## config.mk

```make
export PLATFORM = sky130hd
export DESIGN_NAME = bp_io_host_responder
export DESIGN_NICKNAME = d
export VERILOG_FILES = /design/src/rtl/bp_io_host_responder.sv
export SDC_FILE = /design/constraint.sdc
export NUM_CORES = 1
export LEC_CHECK = 0
export BUFFER_PORTS_ARGS = -buffer_cell sky130_fd_sc_hd__buf_4
export CAP_MARGIN = 30
export CORE_AREA = 2 2 454 456
export CTS_CLUSTER_DIAMETER = 80
export DETAILED_ROUTE_END_ITERATION = 10
export DIE_AREA = 0 0 456 458
export PLACE_DENSITY = 0.3
export SLEW_MARGIN = 20
export SYNTH_ARGS = -nofsm -noshare
export SYNTH_HDL_FRONTEND = slang
export SYNTH_SLANG_ARGS = --single-unit
```

## constraint.sdc

```tcl
create_clock -name clk_i -period 7.85 [get_ports clk_i]
set_clock_uncertainty 0.15 [all_clocks]
set_input_delay 1.1775 -clock clk_i [delete_from_list [all_inputs] [get_ports clk_i]]
set_output_delay 1.1775 -clock clk_i [all_outputs]
set_load 0.02 [all_outputs]
```

## src/rtl/bp_io_host_responder.sv

```systemverilog
// IO-side host responder: serves uncached BedRock commands from the IO link
// against a small host register map and returns one response per command.

package bp_io_host_pkg;

    localparam int paddr_width_gp   = 40;
    localparam int data_width_gp    = 512;
    localparam int payload_width_gp = 16;

    typedef enum logic [3:0] {
        e_bedrock_mem_rd    = 4'd0,
        e_bedrock_mem_wr    = 4'd1,
        e_bedrock_mem_uc_rd = 4'd2,
        e_bedrock_mem_uc_wr = 4'd3,
        e_bedrock_mem_pre   = 4'd4,
        e_bedrock_mem_amo   = 4'd5
    } bp_bedrock_mem_type_e;

    typedef struct packed {
        logic [payload_width_gp-1:0] payload;
        logic [2:0]                  size;
        logic [paddr_width_gp-1:0]   addr;
        bp_bedrock_mem_type_e        msg_type;
    } bp_bedrock_cce_mem_header_s;

    typedef struct packed {
        logic [data_width_gp-1:0]   data;
        bp_bedrock_cce_mem_header_s header;
    } bp_bedrock_cce_mem_msg_s;

    localparam int msg_width_gp = $bits(bp_bedrock_cce_mem_msg_s);

endpackage

module bp_io_host_responder
    import bp_io_host_pkg::*;
#(
    parameter int          num_finish_p     = 4,
    parameter logic [19:0] putchar_offset_p = 20'h0_1000,
    parameter logic [19:0] finish_offset_p  = 20'h0_2000,
    parameter logic [19:0] scratch_offset_p = 20'h0_3000,
    parameter logic [19:0] cycle_offset_p   = 20'h0_4000
)(
    input  logic                    clk_i,
    input  logic                    reset_i,

    input  logic [msg_width_gp-1:0] io_cmd_i,
    input  logic                    io_cmd_v_i,
    output logic                    io_cmd_ready_o,

    output logic [msg_width_gp-1:0] io_resp_o,
    output logic                    io_resp_v_o,
    input  logic                    io_resp_yumi_i,

    output logic [7:0]              putchar_data_o,
    output logic                    putchar_v_o,
    output logic [num_finish_p-1:0] finish_o,
    output logic                    all_finished_o,
    output logic                    fail_o,
    output logic                    decode_err_o
);

    localparam int fin_idx_w_lp = (num_finish_p > 1) ? $clog2(num_finish_p) : 1;

    bp_bedrock_cce_mem_msg_s cmd_cast;
    bp_bedrock_cce_mem_msg_s resp_d;
    bp_bedrock_cce_mem_msg_s fifo_r [2];

    logic [1:0]  count_r;
    logic        wptr_r;
    logic        rptr_r;
    logic        accept;
    logic        deq;

    logic [63:0] scratch_r;
    logic [63:0] cycle_r;
    logic [num_finish_p-1:0] finish_r;
    logic        fail_r;
    logic        decode_err_r;
    logic [7:0]  putchar_data_r;
    logic        putchar_v_r;

    logic [19:0] offset;
    logic [19:0] fin_delta;
    logic [fin_idx_w_lp-1:0] fin_idx;
    logic        is_rd;
    logic        is_wr;
    logic        hit_putchar;
    logic        hit_scratch;
    logic        hit_cycle;
    logic        fin_hit;
    logic        mapped;
    logic [63:0] size_mask;
    logic [63:0] wdata;
    logic [63:0] rd_raw;
    logic [63:0] rd_data;

    logic unused_bits;
    assign unused_bits = ^{cmd_cast.data[data_width_gp-1:64],
                           cmd_cast.header.addr[paddr_width_gp-1:20]};

    assign cmd_cast = io_cmd_i;

    // Ready is withheld during reset and whenever both entries are occupied
    assign io_cmd_ready_o = ~reset_i & (count_r != 2'd2);
    assign accept         = io_cmd_v_i & io_cmd_ready_o;
    assign io_resp_v_o    = (count_r != 2'd0);
    assign deq            = io_resp_yumi_i & io_resp_v_o;
    assign io_resp_o      = fifo_r[rptr_r];

    assign putchar_data_o = putchar_data_r;
    assign putchar_v_o    = putchar_v_r;
    assign finish_o       = finish_r;
    assign all_finished_o = &finish_r;
    assign fail_o         = fail_r;
    assign decode_err_o   = decode_err_r;

    // Address decode of the incoming command against the host register map
    always_comb begin
        offset      = cmd_cast.header.addr[19:0];
        is_rd       = (cmd_cast.header.msg_type == e_bedrock_mem_uc_rd);
        is_wr       = (cmd_cast.header.msg_type == e_bedrock_mem_uc_wr);
        fin_delta   = offset - finish_offset_p;
        fin_idx     = fin_delta[3 +: fin_idx_w_lp];
        hit_putchar = (offset == putchar_offset_p);
        hit_scratch = (offset == scratch_offset_p);
        hit_cycle   = (offset == cycle_offset_p);
        fin_hit     = (offset >= finish_offset_p)
                    && (fin_delta[2:0] == 3'b000)
                    && (fin_delta[19:3] < 17'(num_finish_p));
        mapped      = (is_rd | is_wr)
                    & (hit_putchar | hit_scratch | hit_cycle | fin_hit);
    end

    // Byte mask for 1/2/4/8-byte accesses; larger sizes clamp to 8 bytes
    always_comb begin
        unique case (cmd_cast.header.size)
            3'd0:    size_mask = 64'h0000_0000_0000_00FF;
            3'd1:    size_mask = 64'h0000_0000_0000_FFFF;
            3'd2:    size_mask = 64'h0000_0000_FFFF_FFFF;
            default: size_mask = 64'hFFFF_FFFF_FFFF_FFFF;
        endcase
        wdata = cmd_cast.data[63:0] & size_mask;
    end

    // Read mux and response assembly; the header echoes the command
    always_comb begin
        rd_raw = '0;
        unique case (1'b1)
            hit_scratch: rd_raw = scratch_r;
            hit_cycle:   rd_raw = cycle_r;
            fin_hit:     rd_raw = {63'b0, finish_r[fin_idx]};
            default:     rd_raw = '0;
        endcase
        rd_data = (is_rd & mapped) ? (rd_raw & size_mask) : 64'b0;
        resp_d             = '0;
        resp_d.header      = cmd_cast.header;
        resp_d.data[63:0]  = rd_data;
    end

    // Response storage; entries carry no reset since occupancy gates them
    always_ff @(posedge clk_i) begin
        if (accept) begin
            fifo_r[wptr_r] <= resp_d;
        end
    end

    // Occupancy and pointers of the 2-entry response buffer
    always_ff @(posedge clk_i) begin
        if (reset_i) begin
            count_r <= 2'd0;
            wptr_r  <= 1'b0;
            rptr_r  <= 1'b0;
        end else begin
            if (accept) begin
                wptr_r <= ~wptr_r;
            end
            if (deq) begin
                rptr_r <= ~rptr_r;
            end
            count_r <= count_r + {1'b0, accept} - {1'b0, deq};
        end
    end

    // Free-running 64-bit cycle counter
    always_ff @(posedge clk_i) begin
        if (reset_i) begin
            cycle_r <= '0;
        end else begin
            cycle_r <= cycle_r + 64'd1;
        end
    end

    // Register side effects applied in the accept cycle
    always_ff @(posedge clk_i) begin
        if (reset_i) begin
            scratch_r      <= '0;
            finish_r       <= '0;
            fail_r         <= 1'b0;
            decode_err_r   <= 1'b0;
            putchar_data_r <= '0;
            putchar_v_r    <= 1'b0;
        end else begin
            putchar_v_r <= accept & is_wr & hit_putchar;
            if (accept & is_wr & hit_putchar) begin
                putchar_data_r <= wdata[7:0];
            end
            if (accept & is_wr & hit_scratch) begin
                scratch_r <= (scratch_r & ~size_mask) | wdata;
            end
            if (accept & is_wr & fin_hit) begin
                finish_r[fin_idx] <= 1'b1;
                fail_r            <= fail_r | wdata[0];
            end
            if (accept & ~mapped) begin
                decode_err_r <= 1'b1;
            end
        end
    end

`ifndef SYNTHESIS
    yumi_needs_valid: assert property (
        @(posedge clk_i) disable iff (reset_i)
        io_resp_yumi_i |-> io_resp_v_o);

    cmd_known_when_valid: assert property (
        @(posedge clk_i) disable iff (reset_i)
        io_cmd_v_i |-> !$isunknown(io_cmd_i));
`endif

endmodule

```

==> flow_summary.json, run 1 <==
{
  "count_of_distinct_cell_types_in_the_synthesized_netlist": 52,
  "finish.utilization": 0.1229,
  "place.detailed.hpwl_um": 49370,
  "cts.clk_slew.worst_paths_ps": 60,
  "cp-end-kind": "flop",
  "drive_above_1_share": 0.2519,
  "layoutNonFillerInstCount": 4753,
  "maxSlewHeadroom": 0.3485,
  "route.antenna.remaining_nets": 0,
  "multi_input_comb_area_mm2": 0.007009,
  "clock_tree.buffer_depth": 3,
  "grt_start_max_net_pins": 106,
  "finalSetupViolCount": 0,
  "ys_seq_elements": 402,
  "pwr-share-clk": 0.395,
  "final-hold-violation-count": 0,
  "fraction_of_registers_with_async_set_or_reset_after_synthesis": 0,
  "ys_seq_area_frac": 0.5384,
  "placementRows": 166,
  "internal_power_mw": 4.164,
  "most_frequent_standard_cell_in_the_layout_excluding_fill_and_tap_cells": "sky130_fd_sc_hd__conb_1",
  "globalplace.congestion": 0.6654,
  "ir_worst_vdd_v": 0.0001494,
  "setup_total_negative_slack_ps": 0,
  "final_cell_mix": "448 x sky130_fd_sc_hd__conb_1, 296 x sky130_fd_sc_hd__buf_4, 254 x sky130_fd_sc_hd__edfxtp_1, 147 x sky130_fd_sc_hd__dfxtp_1, 127 x sky130_fd_sc_hd__mux2_2",
  "fp.dieH_um": 458,
  "die_w_um": 456,
  "grt_setup_unrepaired": "false",
  "average_size_of_a_mapped_cell_um2": 11.25,
  "grt_overflow_total": 0,
  "ys_dominant_reg_cell": "sky130_fd_sc_hd__edfxtp_1",
  "place_worst_setup_slack_ps": 2998,
  "max-cap-violations": 0,
  "floorplan_die_area_mm2": 0.2088,
  "dr.pass1.iters": 4,
  "power.share.sequential": 0.399,
  "detailroute.via_count": 12730,
  "cts_root_buffer": "sky130_fd_sc_hd__clkbuf_16",
  "hold_buf_cts": 0,
  "post_synth_instance_area_mm2": 0.01967,
  "wire_length_of_the_first_global_routing_pass_um": 93470,
  "final_worst_setup_slack_ps": 3615,
  "min_period_over_period": 0.5395,
  "place.port_buffers": 275,
  "critPathLaunchType": "primary input",
  "io-pin-count": 1172,
  "synth-edff-count": 254,
  "cts_inserted_buffers": 51,
  "drcViolationCount": 0,
  "switching_power_mw": 1.823,
  "yosysTopAreaCellShare": 0.3878,
  "std_cell_core_area_mm2": 0.2038,
  "synth_area_leaders": "sky130_fd_sc_hd__edfxtp_1 39%, sky130_fd_sc_hd__buf_4 17%, sky130_fd_sc_hd__dfxtp_1 15%",
  "fill_cells": 23100,
  "critPathMaxFanout": 37,
  "postCtsSetupRepairBufs": 0,
  "grt_pass1_vias": 12020,
  "yosys.area.top_type": "sky130_fd_sc_hd__edfxtp_1",
  "sw_frac_of_total": 0.3045,
  "synth_cells": 1749,
  "timing.final.crit_period_ps": 4235,
  "worstMarginPinSlew_ps": 977.2,
  "max_freq_mhz": 236.1,
  "vias_per_cell": 2.677,
  "cts.sinks": 402,
  "power.total_mw": 5.988,
  "design.final.nets": 2600,
  "maximum_level_of_the_cts_h_tree": 2,
  "synthesis.yosys.warnings": 0,
  "leakage_nw": 8.463,
  "power.density_mw_per_mm2": 239.1,
  "initial_core_utilization": 0.09654,
  "worstSkewPairLatency_ps": 640,
  "path_class": "in -> reg",
  "placed_cell_count": 4652,
  "grt_util_all_layers": 0.06185,
  "worst-endpoint-required_ps": 8130,
  "area_growth_syn_to_layout_pct": 27.29,
  "hold_path_class": "reg -> reg",
  "detailedRoute.firstIterationViolations": 609,
  "ctsResizeCount": 0,
  "drt_wl_total_um": 68470,
  "p_comb_frac": 0.206,
  "cts_tree": "yes",
  "regArea_mm2": 0.01059,
  "worstPathArrival_ps": 4520,
  "avg_wl_per_cell_um": 14.40,
  "antenna_found_initial": 8,
  "drv_slew": 0,
  "status": "completed"
}
cell families after synthesis:
kind of cell             share of synthesized area
AND/OR/NAND/NOR                            0.09395
flip-flops                                  0.5384
AO/OA/AOI/OAI                              0.07538
adder cells (fa/ha/maj)                   0.002544
other                                    0.0001906
multiplexers                               0.07849
buffers and inverters                       0.1932
XOR/XNOR                                   0.01781
final timing paths:
check | from | end | slack [ps] | cells past startpoint
worst max-delay path | io_cmd_i[5] | fifo_r[1][86]$_DFFE_PP_ | 3610 | 9
worst min register to register | scratch_r[3]$_SDFFE_PP0P_ | scratch_r[3]$_SDFFE_PP0P_ | 300 | 2
worst max register to register | cycle_r[10]$_SDFF_PP0_ | cycle_r[56]$_SDFF_PP0_ | 4740 | 6
worst min-delay path | scratch_r[3]$_SDFFE_PP0P_ | scratch_r[3]$_SDFFE_PP0P_ | 300 | 2
routing by layer:
metal,track usage,up-vias,share of wire
met1,0.07582,6143,0.43
li1,-,5903,-
met4,0.01410,2,0.017
met5,0,-,0.00010
met2,0.1048,605,0.47
met3,0.01966,72,0.081
cell usage after synthesis (2+ instances only):
cell	number
sky130_fd_sc_hd__nor2_1	120
sky130_fd_sc_hd__edfxtp_1	254
sky130_fd_sc_hd__nand3_1	81
sky130_fd_sc_hd__o32ai_1	4
sky130_fd_sc_hd__nand2_1	39
sky130_fd_sc_hd__dfxtp_1	148
sky130_fd_sc_hd__xor2_1	17
sky130_fd_sc_hd__nand4b_1	2
sky130_fd_sc_hd__a22oi_1	63
sky130_fd_sc_hd__nor3_1	15
sky130_fd_sc_hd__or2_2	3
sky130_fd_sc_hd__inv_1	20
sky130_fd_sc_hd__o211ai_1	3
sky130_fd_sc_hd__or4_1	20
sky130_fd_sc_hd__buf_4	448
sky130_fd_sc_hd__clkbuf_1	65
sky130_fd_sc_hd__o21ai_0	13
sky130_fd_sc_hd__nand4_1	25
sky130_fd_sc_hd__ha_1	4
sky130_fd_sc_hd__mux2i_1	8
sky130_fd_sc_hd__o31ai_1	16
sky130_fd_sc_hd__and3_1	5
sky130_fd_sc_hd__a21oi_1	93
sky130_fd_sc_hd__or3_1	13
sky130_fd_sc_hd__buf_6	2
sky130_fd_sc_hd__o21ai_1	54
sky130_fd_sc_hd__nor2b_1	10
sky130_fd_sc_hd__and4_1	6
sky130_fd_sc_hd__xnor2_1	23
sky130_fd_sc_hd__mux2_2	127
sky130_fd_sc_hd__nor4_1	13
sky130_fd_sc_hd__buf_2	15
power by group through the flow:
stage / Clock [mW] / Combinational, mW / Sequential (mW)
finish: 2.37 / 1.23 / 2.39
global route: 2.56 / 1.34 / 2.40
CTS: 2.49 / 1.28 / 2.39
detailed placement: 0 / 1.28 / 2.44
global placement: 0 / 1.28 / 2.44
floorplan: 0 / 0.926 / 2.42
cell type report:
class	count	area share
multi-input cells	1242	0.2799
clock inverters	31	0.01349
diodes	5	0.0004997
clock buffers	65	0.05347
well taps	2688	0.1343
inverters	21	0.003698
repair buffers	299	0.09145
flip-flops and latches	402	0.4231
worst max-delay path, stage by stage:
cell and delay (ps):
sky130_fd_sc_hd__buf_4 120, sky130_fd_sc_hd__nor4_1 720, sky130_fd_sc_hd__nand4_1 560, sky130_fd_sc_hd__nor3_2 280, sky130_fd_sc_hd__buf_4 480, sky130_fd_sc_hd__buf_4 540, sky130_fd_sc_hd__o211ai_1 140, sky130_fd_sc_hd__buf_4 250
sky130_fd_sc_hd__nor2_1 210
metrics by stage:
step           area, um2  hold slack, ps
2_1_floorplan      21350           281.5
5_1_grt            25030           325.8
6_report           25040           299.6
3_3_place_gp       23320           289.8
3_5_place_dp       23350           296.9
4_1_cts            25030           305.2
Power figures use the tool's default switching activity.
==> run 2, diff against run 1 <==
- clock period: 7.85 -> 3.99 ns (I/O delays scaled with it)
==> flow_summary.json, run 2 (synthesized netlist as in run 1, its figures left out) <==
{
  "switching_power_mw": 3.655,
  "drt_wl_total_um": 68300,
  "path_delay_family": "simple AND/OR/NAND/NOR gates",
  "final_cell_mix": "448 x sky130_fd_sc_hd__conb_1, 306 x sky130_fd_sc_hd__buf_4, 254 x sky130_fd_sc_hd__edfxtp_1, 147 x sky130_fd_sc_hd__dfxtp_1, 127 x sky130_fd_sc_hd__mux2_2",
  "drv_slew": 0,
  "initial_core_utilization": 0.09654,
  "sw_frac_of_total": 0.3081,
  "rr_startpoint": "cycle_r[10]$_SDFF_PP0_",
  "critPathCapture": "fifo_r[0][74]$_DFFE_PP_",
  "timing.final.crit_period_ps": 3459,
  "maximum_level_of_the_cts_h_tree": 2,
  "internal_power_mw": 8.208,
  "p_comb_frac": 0.214,
  "ctsResizeCount": 0,
  "floorplan_die_area_mm2": 0.2088,
  "power.density_mw_per_mm2": 457.7,
  "place.port_buffers": 275,
  "path_buf_inv": 3,
  "critPathMaxFanout": 51,
  "cts.sinks": 402,
  "power.share.sequential": 0.396,
  "min_period_over_period": 0.8669,
  "final_worst_setup_slack_ps": 531.0,
  "timing.critical_path.cells": "dlygate4sd3_1, buf_4, nor4_1, nand3_1, nor3_2, buf_12, o211ai_1, nor2_1",
  "fp.dieH_um": 458,
  "detailedRoute.firstIterationViolations": 598,
  "area_growth_syn_to_layout_pct": 31.78,
  "cp-startpoint": "io_cmd_i[19]",
  "path_class": "in -> reg",
  "dpl-instance-area_mm2": 0.02358,
  "antennaDiodeCount": 0,
  "detailroute.via_count": 12990,
  "leakage_nw": 8.847,
  "route.antenna.remaining_nets": 0,
  "dr.pass1.iters": 5,
  "vias_per_cell": 2.687,
  "place.detailed.hpwl_um": 50030,
  "die_w_um": 456,
  "setup_total_negative_slack_ps": 0,
  "cts_inserted_buffers": 51,
  "reg2reg_to": "cycle_r[47]$_SDFF_PP0_",
  "max_stage_delay_ps": 610,
  "grt_overflow_total": 0,
  "critPathLaunchType": "primary input",
  "most_frequent_standard_cell_in_the_layout_excluding_fill_and_tap_cells": "sky130_fd_sc_hd__conb_1",
  "finish.utilization": 0.1272,
  "grt_setup_unrepaired": "false",
  "clock_tree.buffer_depth": 3,
  "critical_path_cell_with_the_highest_stage_delay": "sky130_fd_sc_hd__dlygate4sd3_1",
  "worstSkewPairLatency_ps": 660,
  "hold_buf_cts": 67,
  "worstMarginPinSlew_ps": 883.2,
  "final-hold-violation-count": 0,
  "drive_above_1_share": 0.2531,
  "placementRows": 166,
  "ir_worst_vdd_v": 0.0003314,
  "pwr-share-clk": 0.391,
  "antenna_found_initial": 8,
  "globalplace.congestion": 0.6660,
  "worstPathArrival_ps": 3740,
  "cts_root_buffer": "sky130_fd_sc_hd__clkbuf_16",
  "grt_util_all_layers": 0.06184,
  "postCtsSetupRepairBufs": 0,
  "grt_pass1_vias": 12260,
  "critical_path_depth": 8,
  "design.final.nets": 2685,
  "hold_path_class": "in -> reg",
  "avg_wl_per_cell_um": 14.13,
  "finalSetupViolCount": 0,
  "worst-endpoint-required_ps": 4270,
  "maxSlewHeadroom": 0.4086,
  "max-cap-violations": 0,
  "cp-end-kind": "flop",
  "wire_length_of_the_first_global_routing_pass_um": 94140,
  "cts.clk_slew.worst_paths_ps": 60,
  "max_freq_mhz": 289.1,
  "grt_start_max_net_pins": 115,
  "status": "completed",
  "finish.instance_area_mm2": 0.02592,
  "drcViolationCount": 0,
  "place_worst_setup_slack_ps": 463.0,
  "io-pin-count": 1172,
  "rrSetupSlack_ps": 1050,
  "worst_r2r_path_cells": 5,
  "std_cell_core_area_mm2": 0.2038,
  "cts_tree": "yes"
}
[run 2: worst min-delay path by stage]
stage | end | cells past startpoint | slack, ps | from
floorplan | scratch_r[0]$_SDFFE_PP0P_ | 2 | 280 | scratch_r[0]$_SDFFE_PP0P_
global placement | scratch_r[3]$_SDFFE_PP0P_ | 2 | 290 | scratch_r[3]$_SDFFE_PP0P_
detailed placement | scratch_r[1]$_SDFFE_PP0P_ | 2 | 300 | scratch_r[1]$_SDFFE_PP0P_
CTS | putchar_data_o[5]$_SDFFE_PP0P_ | 3 | 1 | io_cmd_i[68]
global route | flop | 3 | 30 | io_cmd_i[98]
finish | flop | 3 | 70 | io_cmd_i[102]
[run 2: power groups by stage]
stage,clock (mW),sequential (mW),combinational [mW]
final,4.63,4.70,2.53
after global placement,0,4.79,2.56
after detailed placement,0,4.79,2.55
after global routing,5.00,4.72,2.73
after CTS,4.89,4.70,2.62
after floorplan,0,4.74,1.82
[run 2: layout make-up]
class	count	area, um2
Clock inverter	19	229.0
Multi-Input combinational cell	1242	7009
Fill cell	23030	177800
Tap cell	2688	3363
Clock buffer	77	1445
Sequential cell	402	10590
Timing Repair Buffer	384	3188
Inverter	21	92.59
[run 2: through the flow]
| stage | hold slack, ps | total power [mW] | instances |
|---|---|---|---|
| floorplan | 281.5 | 6.566 | 2196 |
| global placement | 289.6 | 7.347 | 4670 |
| detailed placement | 298.5 | 7.338 | 4670 |
| CTS | 1.004 | 12.21 | 4833 |
| global route | 30.22 | 12.45 | 4833 |
| finish | 70.92 | 11.86 | 4833 |
[run 2: worst register-to-register path, cell delays in order, from the launching register on]
cell	delay, ps
sky130_fd_sc_hd__dfxtp_1	480
sky130_fd_sc_hd__nand4_1	310
sky130_fd_sc_hd__or3_1	620
sky130_fd_sc_hd__or3_1	650
sky130_fd_sc_hd__or4_1	550
sky130_fd_sc_hd__a21oi_1	140
[run 2: routing by layer]
metal  track usage  vias up  share of wire
li1              -     6041              -
met1       0.07655     6237           0.43
met2        0.1041      622           0.47
met3       0.01972       79          0.080
met4       0.01344        8          0.018
met5             0        -        0.00082
==> run 3, diff against run 2 <==
- PLACE_DENSITY: 0.3 -> 0.31
==> flow_summary.json, run 3 (synthesized netlist as in run 1, its figures left out) <==
{
  "design.final.nets": 2682,
  "grt_pass1_vias": 12240,
  "cts.sinks": 402,
  "timing.final.crit_period_ps": 3525,
  "worstPathArrival_ps": 3850,
  "grt_util_all_layers": 0.06148,
  "drv_slew": 0,
  "cts.clk_slew.worst_paths_ps": 60,
  "fill_cells": 23050,
  "status": "completed",
  "hold_path_class": "in -> reg",
  "setup_total_negative_slack_ps": 0,
  "min_period_over_period": 0.8833,
  "drt_wl_total_um": 67560,
  "finalSetupViolCount": 0,
  "power.density_mw_per_mm2": 459.1,
  "avg_wl_per_cell_um": 13.98,
  "drcViolationCount": 0,
  "place.detailed.hpwl_um": 49600,
  "maximum_level_of_the_cts_h_tree": 2,
  "detailroute.via_count": 12900,
  "detailedRoute.firstIterationViolations": 500,
  "rrSetupSlack_ps": 960,
  "placementRows": 166,
  "globalplace.congestion": 0.6689,
  "critPathMaxFanout": 48,
  "final_worst_setup_slack_ps": 465.5,
  "final_cell_mix": "448 x sky130_fd_sc_hd__conb_1, 305 x sky130_fd_sc_hd__buf_4, 254 x sky130_fd_sc_hd__edfxtp_1, 147 x sky130_fd_sc_hd__dfxtp_1, 127 x sky130_fd_sc_hd__mux2_2",
  "worst_r2r_path_cells": 5,
  "worst-endpoint-required_ps": 4320,
  "place_worst_setup_slack_ps": 349.1,
  "cp-end-kind": "flop",
  "regArea_mm2": 0.01059,
  "ir_worst_vdd_v": 0.0002912,
  "cts_tree": "yes",
  "critPathLaunchType": "primary input",
  "max_freq_mhz": 283.7,
  "fp.dieH_um": 458,
  "reg2reg_to": "cycle_r[47]$_SDFF_PP0_",
  "path_class": "in -> reg",
  "initial_core_utilization": 0.09654,
  "clock_tree.buffer_depth": 3,
  "maxSlewHeadroom": 0.4194,
  "drive_above_1_share": 0.2521,
  "worstMarginPinSlew_ps": 871.0,
  "ctsResizeCount": 0,
  "dr.pass1.iters": 4,
  "io-pin-count": 1172,
  "most_frequent_standard_cell_in_the_layout_excluding_fill_and_tap_cells": "sky130_fd_sc_hd__conb_1",
  "cts_inserted_buffers": 51,
  "worstSkewPairLatency_ps": 650,
  "cts_root_buffer": "sky130_fd_sc_hd__clkbuf_16",
  "multi_input_comb_area_mm2": 0.007012,
  "final-hold-violation-count": 0,
  "max-cap-violations": 0,
  "rr_startpoint": "cycle_r[10]$_SDFF_PP0_",
  "floorplan_die_area_mm2": 0.2088,
  "hold-path-cell-count": 1,
  "grt_setup_unrepaired": "false",
  "hold-path-endpoint": "fifo_r[0][7]$_DFFE_PP_",
  "grt_overflow_total": 0,
  "place.port_buffers": 275,
  "antenna_found_initial": 8,
  "vias_per_cell": 2.670,
  "route.antenna.remaining_nets": 0,
  "worstHoldStart": "io_cmd_i[7]",
  "wire_length_of_the_first_global_routing_pass_um": 93340,
  "die_w_um": 456,
  "std_cell_core_area_mm2": 0.2038,
  "area_growth_syn_to_layout_pct": 31.84,
  "leakage_nw": 8.852,
  "grt_start_max_net_pins": 147
}
## run 3: cell types whose count changed in the layout (fill, tap and decap cells not counted), sizes merged
cell | previous run | this run
diode | 0 | 2
bufinv | 3 | 4
inv | 25 | 22
clkinv | 9 | 14
clkinvlp | 3 | 0
dlygate4sd3 | 67 | 64
## run 3: layout make-up
type                            count  area share
Sequential cell                   402      0.4085
Multi-Input combinational cell   1242      0.2704
Clock inverter                     19    0.009649
Clock buffer                       77     0.05611
Timing Repair Buffer              381      0.1219
Inverter                           21    0.003570
Antenna cell                        2   0.0001930
Tap cell                         2688      0.1297
## run 3: timing repair
| item | CTS | global route |
|---|---|---|
| setup buffers | 0 | 0 |
| hold buffers | 64 | 0 |
| endpoints found under the hold margin | 124 | 0 |
| endpoints found under the setup margin | 0 | 0 |
## run 3: worst max-delay path by stage
stage                       from                  endpoint  slack, ps  cells after the start
floorplan                reset_i    fifo_r[0][0]$_DFFE_PP_        280                      3
global placement     io_cmd_i[8]   fifo_r[1][74]$_DFFE_PP_        290                      7
detailed placement   io_cmd_i[8]  fifo_r[0][112]$_DFFE_PP_        350                      8
CTS                 io_cmd_i[19]  fifo_r[0][112]$_DFFE_PP_        420                      9
global route        io_cmd_i[19]  fifo_r[0][112]$_DFFE_PP_        220                      9
finish               io_cmd_i[8]                      flop        470                      8
## run 3: power by group
part | switching, mW | total, mW | leakage, nW | internal, mW
registers | 0.0582 | 4.67 | 3.58 | 4.61
clock network | 1.95 | 4.70 | 0.830 | 2.74
logic | 1.62 | 2.54 | 4.44 | 0.921
## run 3: worst max-delay path: stages
cell and delay [ps]:
sky130_fd_sc_hd__dlygate4sd3_1 550, sky130_fd_sc_hd__buf_4 170, sky130_fd_sc_hd__nor4_1 530, sky130_fd_sc_hd__nand3_1 410, sky130_fd_sc_hd__or4_2 800, sky130_fd_sc_hd__buf_4 320, sky130_fd_sc_hd__o21ai_1 250, sky130_fd_sc_hd__a21oi_1 90
## run 3: per-layer routing
layer | global-route usage | wire length, um | vias to the layer above
met5 | 0 | 40 | -
met4 | 0.01436 | 1078 | 8
met3 | 0.01892 | 5382 | 70
met2 | 0.1036 | 32050 | 620
met1 | 0.07610 | 29000 | 6156
li1 | - | - | 6049
## run 3: metrics by stage
stage / total power [mW] / instances / area (um2) / utilization / hold WS (ps)
2_1_floorplan: 6.566 / 2196 / 21360 / - / 281.5
3_3_place_gp: 7.332 / 4668 / 23560 / 0.1156 / 291.7
3_5_place_dp: 7.329 / 4670 / 23580 / 0.1157 / 299.2
4_1_cts: 12.22 / 4830 / 25930 / 0.1273 / 1.016
5_1_grt: 12.49 / 4831 / 25930 / 0.1273 / 29.50
6_report: 11.91 / 4832 / 25930 / 0.1273 / 67.73
